### src/rtl/dh_link_pkg.sv
// Shared types and constants for the drone/CC link arbiter.
package dh_link_pkg;

  typedef enum logic [1:0] {
    StIdle,
    StFwd,
    StWaitCc,
    StDone
  } state_e;

  localparam int unsigned DRONE1_IDX = 0;
  localparam int unsigned DRONE2_IDX = 1;

  // Counter only has to reach TIMEOUT-1.
  function automatic int unsigned cnt_width(input int unsigned timeout);
    return (timeout <= 1) ? 1 : $clog2(timeout);
  endfunction

  localparam int unsigned TIMEOUT_DEFAULT = 255;
  localparam int unsigned CNT_W_DEFAULT   = cnt_width(TIMEOUT_DEFAULT);

endpackage

### src/rtl/dh_link_arbiter_rr_arbiter2.sv
// Combinational two-way round-robin picker; 'last' is the index of the drone served last.
module rr_arbiter2
  import dh_link_pkg::*;
(
  input  logic [1:0] req,
  input  logic       last,
  output logic [1:0] pick
);

  always_comb begin
    pick = req;
    if (req == 2'b11) begin
      pick = 2'b00;
      pick[last ? DRONE1_IDX : DRONE2_IDX] = 1'b1;
    end
  end

endmodule

### src/rtl/dh_link_arbiter.sv
// Round-robin, transaction-holding arbiter for the shared drone<->CC message link.
module dh_link_arbiter
  import dh_link_pkg::*;
#(
  parameter int unsigned N       = 8,
  parameter int unsigned TIMEOUT = 255
) (
  input  logic           clk,
  input  logic           rst,
  input  logic           ena,
  input  logic [1:0]     req,
  input  logic [2*N-1:0] mess_in0,
  input  logic [2*N-1:0] mess_in1,
  input  logic           cc_rdy,
  input  logic [N-1:0]   mess_cc,
  output logic [1:0]     grant,
  output logic           drone_rdy_cc,
  output logic [2*N-1:0] mess_to_cc,
  output logic [1:0]     received,
  output logic [N-1:0]   mess_to_drone0,
  output logic [N-1:0]   mess_to_drone1,
  output logic           busy,
  output logic           timeout_err
);

  localparam int unsigned CntW = cnt_width(TIMEOUT);
  localparam logic [CntW-1:0] TermCnt = CntW'(TIMEOUT - 1);

  state_e         r_state_q, w_state_d;
  logic [CntW-1:0] r_cnt_q, w_cnt_d;
  logic           r_last_q, w_last_d;
  logic [1:0]     r_grant_q, w_grant_d;
  logic           r_rdy_q, w_rdy_d;
  logic [2*N-1:0] r_msg_q, w_msg_d;
  logic [1:0]     r_rcv_q, w_rcv_d;
  logic [N-1:0]   r_m0_q, w_m0_d;
  logic [N-1:0]   r_m1_q, w_m1_d;
  logic           r_busy_q, w_busy_d;
  logic           r_tout_q, w_tout_d;
  logic [1:0]     w_pick;

  rr_arbiter2 u_rr (
    .req  (req),
    .last (r_last_q),
    .pick (w_pick)
  );

  always_comb begin
    w_state_d = r_state_q;
    w_cnt_d   = r_cnt_q;
    w_last_d  = r_last_q;
    w_grant_d = r_grant_q;
    w_msg_d   = r_msg_q;
    w_m0_d    = r_m0_q;
    w_m1_d    = r_m1_q;
    w_rdy_d   = 1'b0;
    w_rcv_d   = 2'b00;
    w_tout_d  = 1'b0;
    unique case (r_state_q)
      StIdle: begin
        if (req != 2'b00) begin
          w_state_d = StFwd;
          w_grant_d = w_pick;
          w_rdy_d   = 1'b1;
          w_msg_d   = w_pick[DRONE2_IDX] ? mess_in1 : mess_in0;
        end
      end
      StFwd: begin
        w_state_d = StWaitCc;
        w_cnt_d   = '0;
      end
      StWaitCc: begin
        // A reply on the terminal count still completes the transaction.
        if (cc_rdy) begin
          w_state_d = StDone;
          w_rcv_d   = r_grant_q;
          if (r_grant_q[DRONE2_IDX]) w_m1_d = mess_cc;
          else                       w_m0_d = mess_cc;
        end else if (r_cnt_q == TermCnt) begin
          w_state_d = StIdle;
          w_tout_d  = 1'b1;
          w_grant_d = 2'b00;
          w_last_d  = r_grant_q[DRONE2_IDX];
        end else begin
          w_cnt_d = r_cnt_q + CntW'(1);
        end
      end
      StDone: begin
        w_state_d = StIdle;
        w_grant_d = 2'b00;
        w_last_d  = r_grant_q[DRONE2_IDX];
      end
      default: w_state_d = StIdle;
    endcase
    w_busy_d = (w_state_d != StIdle);
  end

  always_ff @(posedge clk or negedge rst) begin
    if (!rst) begin
      r_state_q <= StIdle;
      r_cnt_q   <= '0;
      r_last_q  <= 1'b1;
      r_grant_q <= 2'b00;
      r_rdy_q   <= 1'b0;
      r_msg_q   <= '0;
      r_rcv_q   <= 2'b00;
      r_m0_q    <= '0;
      r_m1_q    <= '0;
      r_busy_q  <= 1'b0;
      r_tout_q  <= 1'b0;
    end else if (ena) begin
      r_state_q <= w_state_d;
      r_cnt_q   <= w_cnt_d;
      r_last_q  <= w_last_d;
      r_grant_q <= w_grant_d;
      r_rdy_q   <= w_rdy_d;
      r_msg_q   <= w_msg_d;
      r_rcv_q   <= w_rcv_d;
      r_m0_q    <= w_m0_d;
      r_m1_q    <= w_m1_d;
      r_busy_q  <= w_busy_d;
      r_tout_q  <= w_tout_d;
    end
  end

  assign grant          = r_grant_q;
  assign drone_rdy_cc   = r_rdy_q;
  assign mess_to_cc     = r_msg_q;
  assign received       = r_rcv_q;
  assign mess_to_drone0 = r_m0_q;
  assign mess_to_drone1 = r_m1_q;
  assign busy           = r_busy_q;
  assign timeout_err    = r_tout_q;

endmodule

### config.mk
export PLATFORM = sky130hd
export DESIGN_NAME = dh_link_arbiter
export DESIGN_NICKNAME = d
export VERILOG_FILES = /design/src/rtl/dh_link_pkg.sv /design/src/rtl/dh_link_arbiter_rr_arbiter2.sv /design/src/rtl/dh_link_arbiter.sv
export SDC_FILE = /design/constraint.sdc
export NUM_CORES = 1
export LEC_CHECK = 0
export CORE_ASPECT_RATIO = 0.6
export CORE_MARGIN = 5
export CORE_UTILIZATION = 48
export DETAILED_ROUTE_END_ITERATION = 8
export PLACE_DENSITY_LB_ADDON = 0.25
export SYNTH_ARGS = -nofsm -noshare
export SYNTH_HDL_FRONTEND = slang
export SYNTH_HIERARCHICAL = 1
export SYNTH_SLANG_ARGS = --single-unit
export TNS_END_PERCENT = 5
### constraint.sdc
create_clock -name clk -period 3.65 [get_ports clk]
set_input_delay 0.9125 -clock clk [delete_from_list [all_inputs] [get_ports clk]]
set_output_delay 0.9125 -clock clk [all_outputs]
set_load 0.02 [all_outputs]
==> results of run 1 <==
==> cell families (layout without fill, tap and decap cells) <==
logic type | Yosys count | after routing | share of synthesized area
fa+ha+maj | 2 | 2 | 0.0106
xor+xnor | 1 | 1 | 0.00372
flops | 50 | 50 | 0.532
compound gates | 53 | 53 | 0.143
simple gates | 52 | 52 | 0.124
mux | 34 | 34 | 0.154
buf+inv | 18 | 102 | 0.0324
==> layout make-up <==
class                           instances  area, sq um
Clock buffer                            6         82.6
Clock inverter                          2         12.5
Fill cell                             357         1310
Inverter                                7         26.3
Multi-Input combinational cell        142         1040
Sequential cell                        50         1250
Tap cell                               63         78.8
Timing Repair Buffer                   87          858
==> cells in the final DEF, fill, tap and decap left out, types with 3 or more instances in the layout <==
cell / instances
a21o_1: 3
o31ai_1: 3
dfrtp_1: 49
or3_1: 4
buf_4: 3
clkbuf_8: 6
nor2_1: 20
mux2i_1: 16
clkdlybuf4s50_1: 83
inv_1: 7
mux2_2: 18
nand2_1: 4
nand3_1: 7
nor2b_1: 3
o21ai_0: 10
a21oi_1: 21
==> routing by layer <==
metal,global-route usage,wire length (um),part of all wire,vias to the layer above
met5,0,0,0,-
met4,0.0454,40,0.0068,0
met3,0.0924,694,0.12,4
met2,0.279,2610,0.45,75
met1,0.246,2520,0.43,894
li1,-,-,-,924
==> synthesized netlist by cell type, types with 2 or more instances <==
library cell,n,area share
dfrtp_1,49,0.52
a21oi_1,21,0.045
nor2_1,20,0.032
mux2_2,18,0.086
mux2i_1,16,0.068
o21ai_0,10,0.021
inv_1,7,0.011
nand3_1,7,0.015
clkbuf_1,5,0.0080
buf_2,4,0.0085
nand2_1,4,0.0064
or3_1,4,0.011
a21o_1,3,0.0096
nor2b_1,3,0.0080
o31ai_1,3,0.0096
a21boi_0,2,0.0064
a22o_1,2,0.0074
ha_1,2,0.011
nor3_2,2,0.0085
o21a_1,2,0.0064
o2bb2ai_1,2,0.0074
==> worst reg2reg max path: stages, from the launching register on <==
cell and delay, ns:
dfrtp_1 0.66, inv_1 0.22, o31ai_1 0.99, o21ai_0 0.27, a21oi_1 0.17
==> worst min-delay path by stage <==
stage                       from  slack (ns)                end
3_5_place_dp   mess_to_drone1[0]        0.49  mess_to_drone1[0]
2_1_floorplan         r_cnt_q[7]        0.52         r_cnt_q[7]
5_1_grt        mess_to_drone0[4]        0.53  mess_to_drone0[4]
4_1_cts        mess_to_drone1[0]        0.51  mess_to_drone1[0]
6_report       mess_to_drone1[0]        0.51  mess_to_drone1[0]
3_3_place_gp   mess_to_drone1[0]        0.49  mess_to_drone1[0]
==> registers in the layout (all words and copies together), names as in the netlist <==
name            count
drone_rdy_cc        1
received            2
r_last_q            1
r_state_q           2
mess_to_cc         16
timeout_err         1
grant               2
mess_to_drone1      8
busy                1
mess_to_drone0      8
r_cnt_q             8
==> power by group through the flow <==
stage          sequential, mW  clock (mW)  combinational, mW
4_1_cts                 0.957       0.341               1.20
5_1_grt                 0.995       0.367               1.28
2_1_floorplan            1.15           0              0.447
6_report                0.958       0.333               1.19
3_3_place_gp            0.958           0               1.17
3_5_place_dp            0.966           0               1.20
==> stage by stage <==
step / worst slack, ns / instance area (sq um)
final: 1.09 / 3350
after global routing: 0.991 / 3350
after CTS: 1.11 / 3350
after detailed placement: 0.781 / 3250
after global placement: 0.814 / 3250
after floorplan: 1.47 / 2360
==> impl_metrics.json, run 1 <==
{
  "period_minus_slack_ns": 2.56,
  "synthArstFlopShare": 1.00,
  "gp_congestion": 0.819,
  "crit_type": "in -> reg",
  "grt_pass1_vias": 1898,
  "hold_class": "reg -> reg",
  "fin_worst_skew_ns": 0.00678,
  "port_buffers": 84,
  "startpoint_type": "input port",
  "io_pins": 85,
  "setup_viol": 0,
  "core_sq_mm": 0.00466,
  "drc": 0,
  "cp-end-kind": "flop",
  "die_area_sq_mm": 0.00646,
  "drt-initial-drc-count": 135,
  "via_per_inst": 5.31,
  "clock.fmax_mhz": 391,
  "critPathBufInv": 3,
  "yosysWarnings": 6,
  "cts_buffers": 5,
  "clk_pin_slew_ns": 0.09,
  "irDropWorstVdd_mv": 0.513,
  "grt_usage": 0.188,
  "fin_hold_ws_ns": 0.513,
  "relSlewSlack": 0.234,
  "powerDensity_mw_per_mm2": 740,
  "wire_per_inst_um": 16.4,
  "synth-edff-count": 0,
  "finalSetupTns_ns": 0,
  "synth_cells": 210,
  "cpPeakStageDelay_ns": 0.61,
  "die_h_um": 64.3,
  "stdcell_count": 357,
  "total_power_mw": 2.48,
  "critical_path_depth": 5,
  "grt_overflow": 0,
  "syn_area_sq_mm": 0.00236,
  "grt_max_degree": 51,
  "via_count": 1897,
  "layout.nets": 341,
  "clock_sinks": 50,
  "antenna_found_initial": 0,
  "drt-total-wl_mm": 5.86,
  "cp_cell_sequence": "clkdlybuf4s50_1, buf_4, inv_1, nor3_2, mux2_2",
  "crit_end": "mess_to_drone0[7]",
  "synthFlopType": "dfrtp_1",
  "cp_data_arrival_time_ns": 2.75,
  "n_antenna_cell": 0,
  "seq_area_frac_synth": 0.532,
  "drive_gt1_frac": 0.133,
  "cts_buffer_depth": 2,
  "fp.dieW_um": 100,
  "dp_hpwl_mm": 4.43,
  "p_leak_nw": 1.44,
  "hold_viol_final": 0,
  "pwr-share-seq": 0.386,
  "report.final.slew_viol_count": 0,
  "cts_tree": "built",
  "post-route-util": 0.719,
  "timing.rr.end": "r_cnt_q[4]",
  "critPathTopFamily": "buffers and inverters",
  "maxCapViolCount": 0,
  "grt_pass1_wl_mm": 9.56,
  "first_pass_iters": 4,
  "antenna_left": 0,
  "ff2ff_path_depth": 4,
  "cp.required_ns": 3.84,
  "hold_depth": 1,
  "startpoint": "ena",
  "row_count": 19,
  "final_min_period_over_clock_period": 0.701,
  "cts_setup_buffers": 0,
  "worstMarginPinSlew_ns": 1.14,
  "cts-resized-gates": 0,
  "status": "finished clean",
  "crit-reg2reg-launch": "r_state_q[1]",
  "syn2layout_area_growth_pct": 42.1,
  "switching_share": 0.387,
  "cpMaxStageDelayCell": "nor3_2",
  "root_buffer": "clkbuf_8",
  "syn_area_per_cell_sq_um": 11.2,
  "clkPwrFrac": 0.134,
  "rsz0062_at_grt": "false",
  "cts-htree-levels": 2,
  "cp_max_fo": 17,
  "clkLatencyLatePin_ns": 0.30,
  "start_util": 0.506,
  "yosysUniqueCellTypes": 45,
  "switchingPower_mw": 0.960,
  "comb_power_share": 0.479,
  "synth-seq-cells": 50,
  "p_int_mw": 1.52,
  "synth_nets": 258,
  "rrSetupSlack_ns": 1.27,
  "postCtsHoldBufs": 0,
  "dp.cells": 349
}
(Power assumes the default switching activity.)
==> run 2, diff against run 1 <==
Settings changed: CORE_UTILIZATION 48 to 40.
Clock period 3.65 ns to 2.1 ns, I/O delays scaled along.
==> impl_metrics.json, run 2 (synthesis results as in run 1) <==
{
  "grt_overflow": 0,
  "clock.fmax_mhz": 523,
  "m1WireLength_mm": 2.80,
  "irDropWorstVdd_mv": 0.606,
  "setup_viol": 0,
  "root_buffer": "clkbuf_8",
  "critPathTopFamily": "buffers and inverters",
  "post-route-util": 0.622,
  "cp.required_ns": 1.57,
  "hold_class": "in -> async",
  "dpl-instance-area_sq_mm": 0.00339,
  "cts_buffers": 5,
  "rsz0062_at_grt": "false",
  "final_common_cell": "clkdlybuf4s50_1",
  "grt_max_degree": 34,
  "p_int_mw": 2.83,
  "cp-end-kind": "output pin",
  "n_antenna_cell": 0,
  "fin_worst_skew_ns": 0.00738,
  "clock_sinks": 50,
  "cp_max_fo": 5,
  "syn2layout_area_growth_pct": 49.1,
  "grt_pass1_wl_mm": 9.23,
  "critical_path_depth": 1,
  "status": "finished clean",
  "clkPwrFrac": 0.153,
  "critPathBufInv": 1,
  "pwr-share-seq": 0.364,
  "powerDensity_mw_per_mm2": 1290,
  "met2_length_mm": 2.48,
  "io_pins": 85,
  "cpPeakStageDelay_ns": 0.66,
  "drive_gt1_frac": 0.164,
  "grt_pass1_vias": 1833,
  "cts-resized-gates": 0,
  "first_pass_iters": 4,
  "fin_ws_ns": 0.187,
  "via_count": 1882,
  "fin_hold_ws_ns": 0.172,
  "switchingPower_mw": 1.69,
  "layout.nets": 352,
  "comb_power_share": 0.483,
  "dr.max_layer_used": "met4",
  "clkLatencyLatePin_ns": 0.30,
  "die_h_um": 69.4,
  "via_per_inst": 4.89,
  "antenna_left": 0,
  "drc": 0,
  "crit_type": "reg -> out",
  "largest_reg_flops": 16,
  "final_cell_mix": "83 x clkdlybuf4s50_1, 49 x dfrtp_1, 21 x a21oi_1",
  "maxCapViolCount": 0,
  "port_buffers": 84,
  "stdcell_area_sq_mm": 0.00351,
  "cpMaxStageDelayCell": "clkdlybuf4s50_1",
  "relSlewSlack": 0.666,
  "clk_pin_slew_ns": 0.10,
  "wire_per_inst_um": 15.0,
  "row_count": 21,
  "switching_share": 0.375,
  "dp_hpwl_mm": 4.40,
  "pre_cts_ws_ns": -0.0733,
  "die_area_sq_mm": 0.00758,
  "cts_setup_buffers": 0,
  "fp.dieW_um": 109,
  "start_util": 0.417,
  "finalSetupTns_ns": 0,
  "ff2ff_path_depth": 7,
  "period_minus_slack_ns": 1.91,
  "cts_tree": "built",
  "cp_data_arrival_time_ns": 1.39,
  "grt_usage": 0.153,
  "drt-total-wl_mm": 5.76,
  "p_leak_nw": 1.52,
  "postCtsHoldBufs": 0,
  "gp_congestion": 0.803,
  "cts_buffer_depth": 2,
  "drt-initial-drc-count": 66,
  "cp_cell_sequence": "clkdlybuf4s50_1",
  "cts-htree-levels": 2,
  "worstMarginPinSlew_ns": 0.501,
  "antenna_found_initial": 0,
  "report.final.slew_viol_count": 0,
  "route.met3.wl_um": 463,
  "hold_viol_final": 0,
  "final_min_period_over_clock_period": 0.911,
  "startpoint_type": "flop",
  "core_sq_mm": 0.00565
}
run 2: cell types whose count changed in the layout (fill, tap and decap cells not counted):
cell,previous run,this run
bufinv_16,0,1
inv_8,0,1
clkinv_2,1,0
clkbuf_8,6,5
buf_12,0,3
buf_4,3,11
run 2: cell type report:
type                    count  area, sq um
clock inverters             3         48.8
clock buffers               5         68.8
repair buffers             98          978
fillers                   453         2140
multi-input cells         142         1040
flip-flops and latches     50         1250
well taps                  80          100
inverters                   7         26.3
run 2: through the flow:
stage          power [mW]  std cells
6_report             4.52        385
5_1_grt              4.83        385
4_1_cts              4.58        385
3_5_place_dp         3.86        377
3_3_place_gp         3.82        377
2_1_floorplan        2.77        210
run 2: final timing paths:
| path | endpoint | startpoint | slack (ns) |
|---|---|---|---|
| setup / recovery | grant[1] | grant[1] | 0.19 |
| hold / removal | r_cnt_q[6] | rst | 0.17 |
| min in group clk | drone_rdy_cc | drone_rdy_cc | 0.49 |
| setup reg to reg | r_cnt_q[6] | r_cnt_q[0] | 0.22 |
| max in group asynchronous | r_last_q | rst | 1.33 |
| hold reg to reg | drone_rdy_cc | drone_rdy_cc | 0.49 |
run 2: routing by layer:
| metal | track usage | vias to the layer above |
|---|---|---|
| li1 | - | 945 |
| met1 | 0.224 | 882 |
| met2 | 0.222 | 53 |
| met3 | 0.0484 | 2 |
| met4 | 0.0322 | 0 |
| met5 | 0 | - |
run 2: power groups by stage:
stage | registers, mW | logic [mW] | clock network (mW)
floorplan | 1.99 | 0.777 | 0
global placement | 1.65 | 2.17 | 0
detailed placement | 1.66 | 2.20 | 0
CTS | 1.65 | 2.21 | 0.721
global route | 1.70 | 2.36 | 0.762
finish | 1.65 | 2.19 | 0.693
==> run 3, diff against run 2 <==
Settings changed: CELL_PAD_IN_SITES_DETAIL_PLACEMENT set to 0, CELL_PAD_IN_SITES_GLOBAL_PLACEMENT set to 2, CORE_UTILIZATION 40 to 25.
==> impl_metrics.json, run 3 (synthesis results as in run 1) <==
{
  "status": "finished clean",
  "grt_overflow": 0,
  "layout.nets": 358,
  "irDropWorstVdd_mv": 0.529,
  "stdcell_area_sq_mm": 0.00366,
  "grt_pass1_vias": 2087,
  "cts_tree": "built",
  "cts-htree-levels": 2,
  "grt_usage": 0.122,
  "relSlewSlack": 0.716,
  "setup_viol": 0,
  "final_min_period_over_clock_period": 0.886,
  "clk_pin_slew_ns": 0.07,
  "final_common_cell": "clkdlybuf4s50_1",
  "cts_buffers": 5,
  "fin_worst_skew_ns": 0.00998,
  "worstMarginPinSlew_ns": 0.426,
  "die_area_sq_mm": 0.0115,
  "via_count": 1946,
  "final_cell_mix": "83 x clkdlybuf4s50_1, 49 x dfrtp_1, 21 x a21oi_1",
  "rrSetupSlack_ns": 0.26,
  "cpPeakStageDelay_ns": 0.64,
  "finalSetupTns_ns": 0,
  "fin_hold_ws_ns": 0.208,
  "grt_pass1_wl_mm": 11.1,
  "core_sq_mm": 0.00919,
  "drive_gt1_frac": 0.180,
  "hold_viol_final": 0,
  "clkLatencyLatePin_ns": 0.29,
  "pre_cts_ws_ns": -0.0146,
  "total_power_mw": 4.75,
  "rsz0062_at_grt": "false",
  "largest_reg_flops": 16,
  "dp.cells": 433,
  "cts-resized-gates": 0,
  "grt_max_degree": 51,
  "p_leak_nw": 1.57,
  "root_buffer": "clkbuf_16",
  "n_antenna_cell": 0,
  "gp_congestion": 0.759,
  "clock_sinks": 50,
  "via_per_inst": 4.41,
  "stdcell_count": 441,
  "crit_type": "reg -> out",
  "start_util": 0.256,
  "fin_ws_ns": 0.240,
  "drt-initial-drc-count": 70,
  "timing.rr.end": "grant[1]",
  "dpl-instance-area_sq_mm": 0.00351,
  "cp_cell_sequence": "clkdlybuf4s50_1",
  "syn2layout_area_growth_pct": 55.5,
  "critPathBufInv": 1,
  "crit-reg2reg-launch": "r_cnt_q[0]",
  "clock.fmax_mhz": 538,
  "ff2ff_path_depth": 6,
  "first_pass_iters": 4,
  "io_pins": 85,
  "cpMaxStageDelayCell": "clkdlybuf4s50_1",
  "postCtsHoldBufs": 0,
  "antenna_left": 0,
  "cts_setup_buffers": 0,
  "period_minus_slack_ns": 1.86,
  "cp.required_ns": 1.57,
  "cp_max_fo": 2,
  "cp-end-kind": "output pin",
  "port_buffers": 84,
  "powerDensity_mw_per_mm2": 1300,
  "post-route-util": 0.399,
  "die_h_um": 85.2,
  "cp_data_arrival_time_ns": 1.34,
  "maxCapViolCount": 0,
  "dp_hpwl_mm": 4.99,
  "hold_class": "in -> async",
  "row_count": 27,
  "startpoint_type": "flop",
  "critPathTopFamily": "buffers and inverters",
  "cts_buffer_depth": 2,
  "antenna_found_initial": 0,
  "report.final.slew_viol_count": 0,
  "wire_per_inst_um": 15.3,
  "drt-total-wl_mm": 6.74,
  "drc": 0,
  "fp.dieW_um": 135
}
run 3: cell count changes in the layout (fill, tap and decap cells not counted), sizes merged:
cell / change
bufinv: -1
buf: +6
clkinv: +1
run 3: final cells by class:
cell class              count  area, sq um
well taps                 130          163
fillers                   938         5520
multi-input cells         142         1040
clock inverters             3         25.0
inverters                   7         26.3
repair buffers            104         1040
clock buffers               5          125
flip-flops and latches     50         1250
run 3: where the power goes:
group | internal [mW] | switching (mW) | total [mW]
registers | 1.36 | 0.271 | 1.63
logic | 1.16 | 1.13 | 2.29
clock network | 0.449 | 0.387 | 0.835
run 3: how the worst max path moves through the flow:
stage	from	endpoint	slack, ns	cells after the start
floorplan	ena	r_cnt_q[7]	0.31	5
global placement	ena	r_cnt_q[7]	0.01	5
detailed placement	ena	r_cnt_q[7]	-0.01	5
CTS	grant[1]	grant[1]	0.24	1
global route	r_state_q[1]	r_cnt_q[6]	0.15	5
finish	grant[1]	grant[1]	0.24	1
run 3: per-layer routing:
layer / part of all wire / routed length, um / track usage / vias up
met5: 0 / 0 / 0 / -
met4: 0.0096 / 65 / 0.0302 / 0
met3: 0.070 / 473 / 0.0515 / 8
met2: 0.41 / 2750 / 0.171 / 47
met1: 0.51 / 3450 / 0.172 / 924
li1: - / - / - / 967
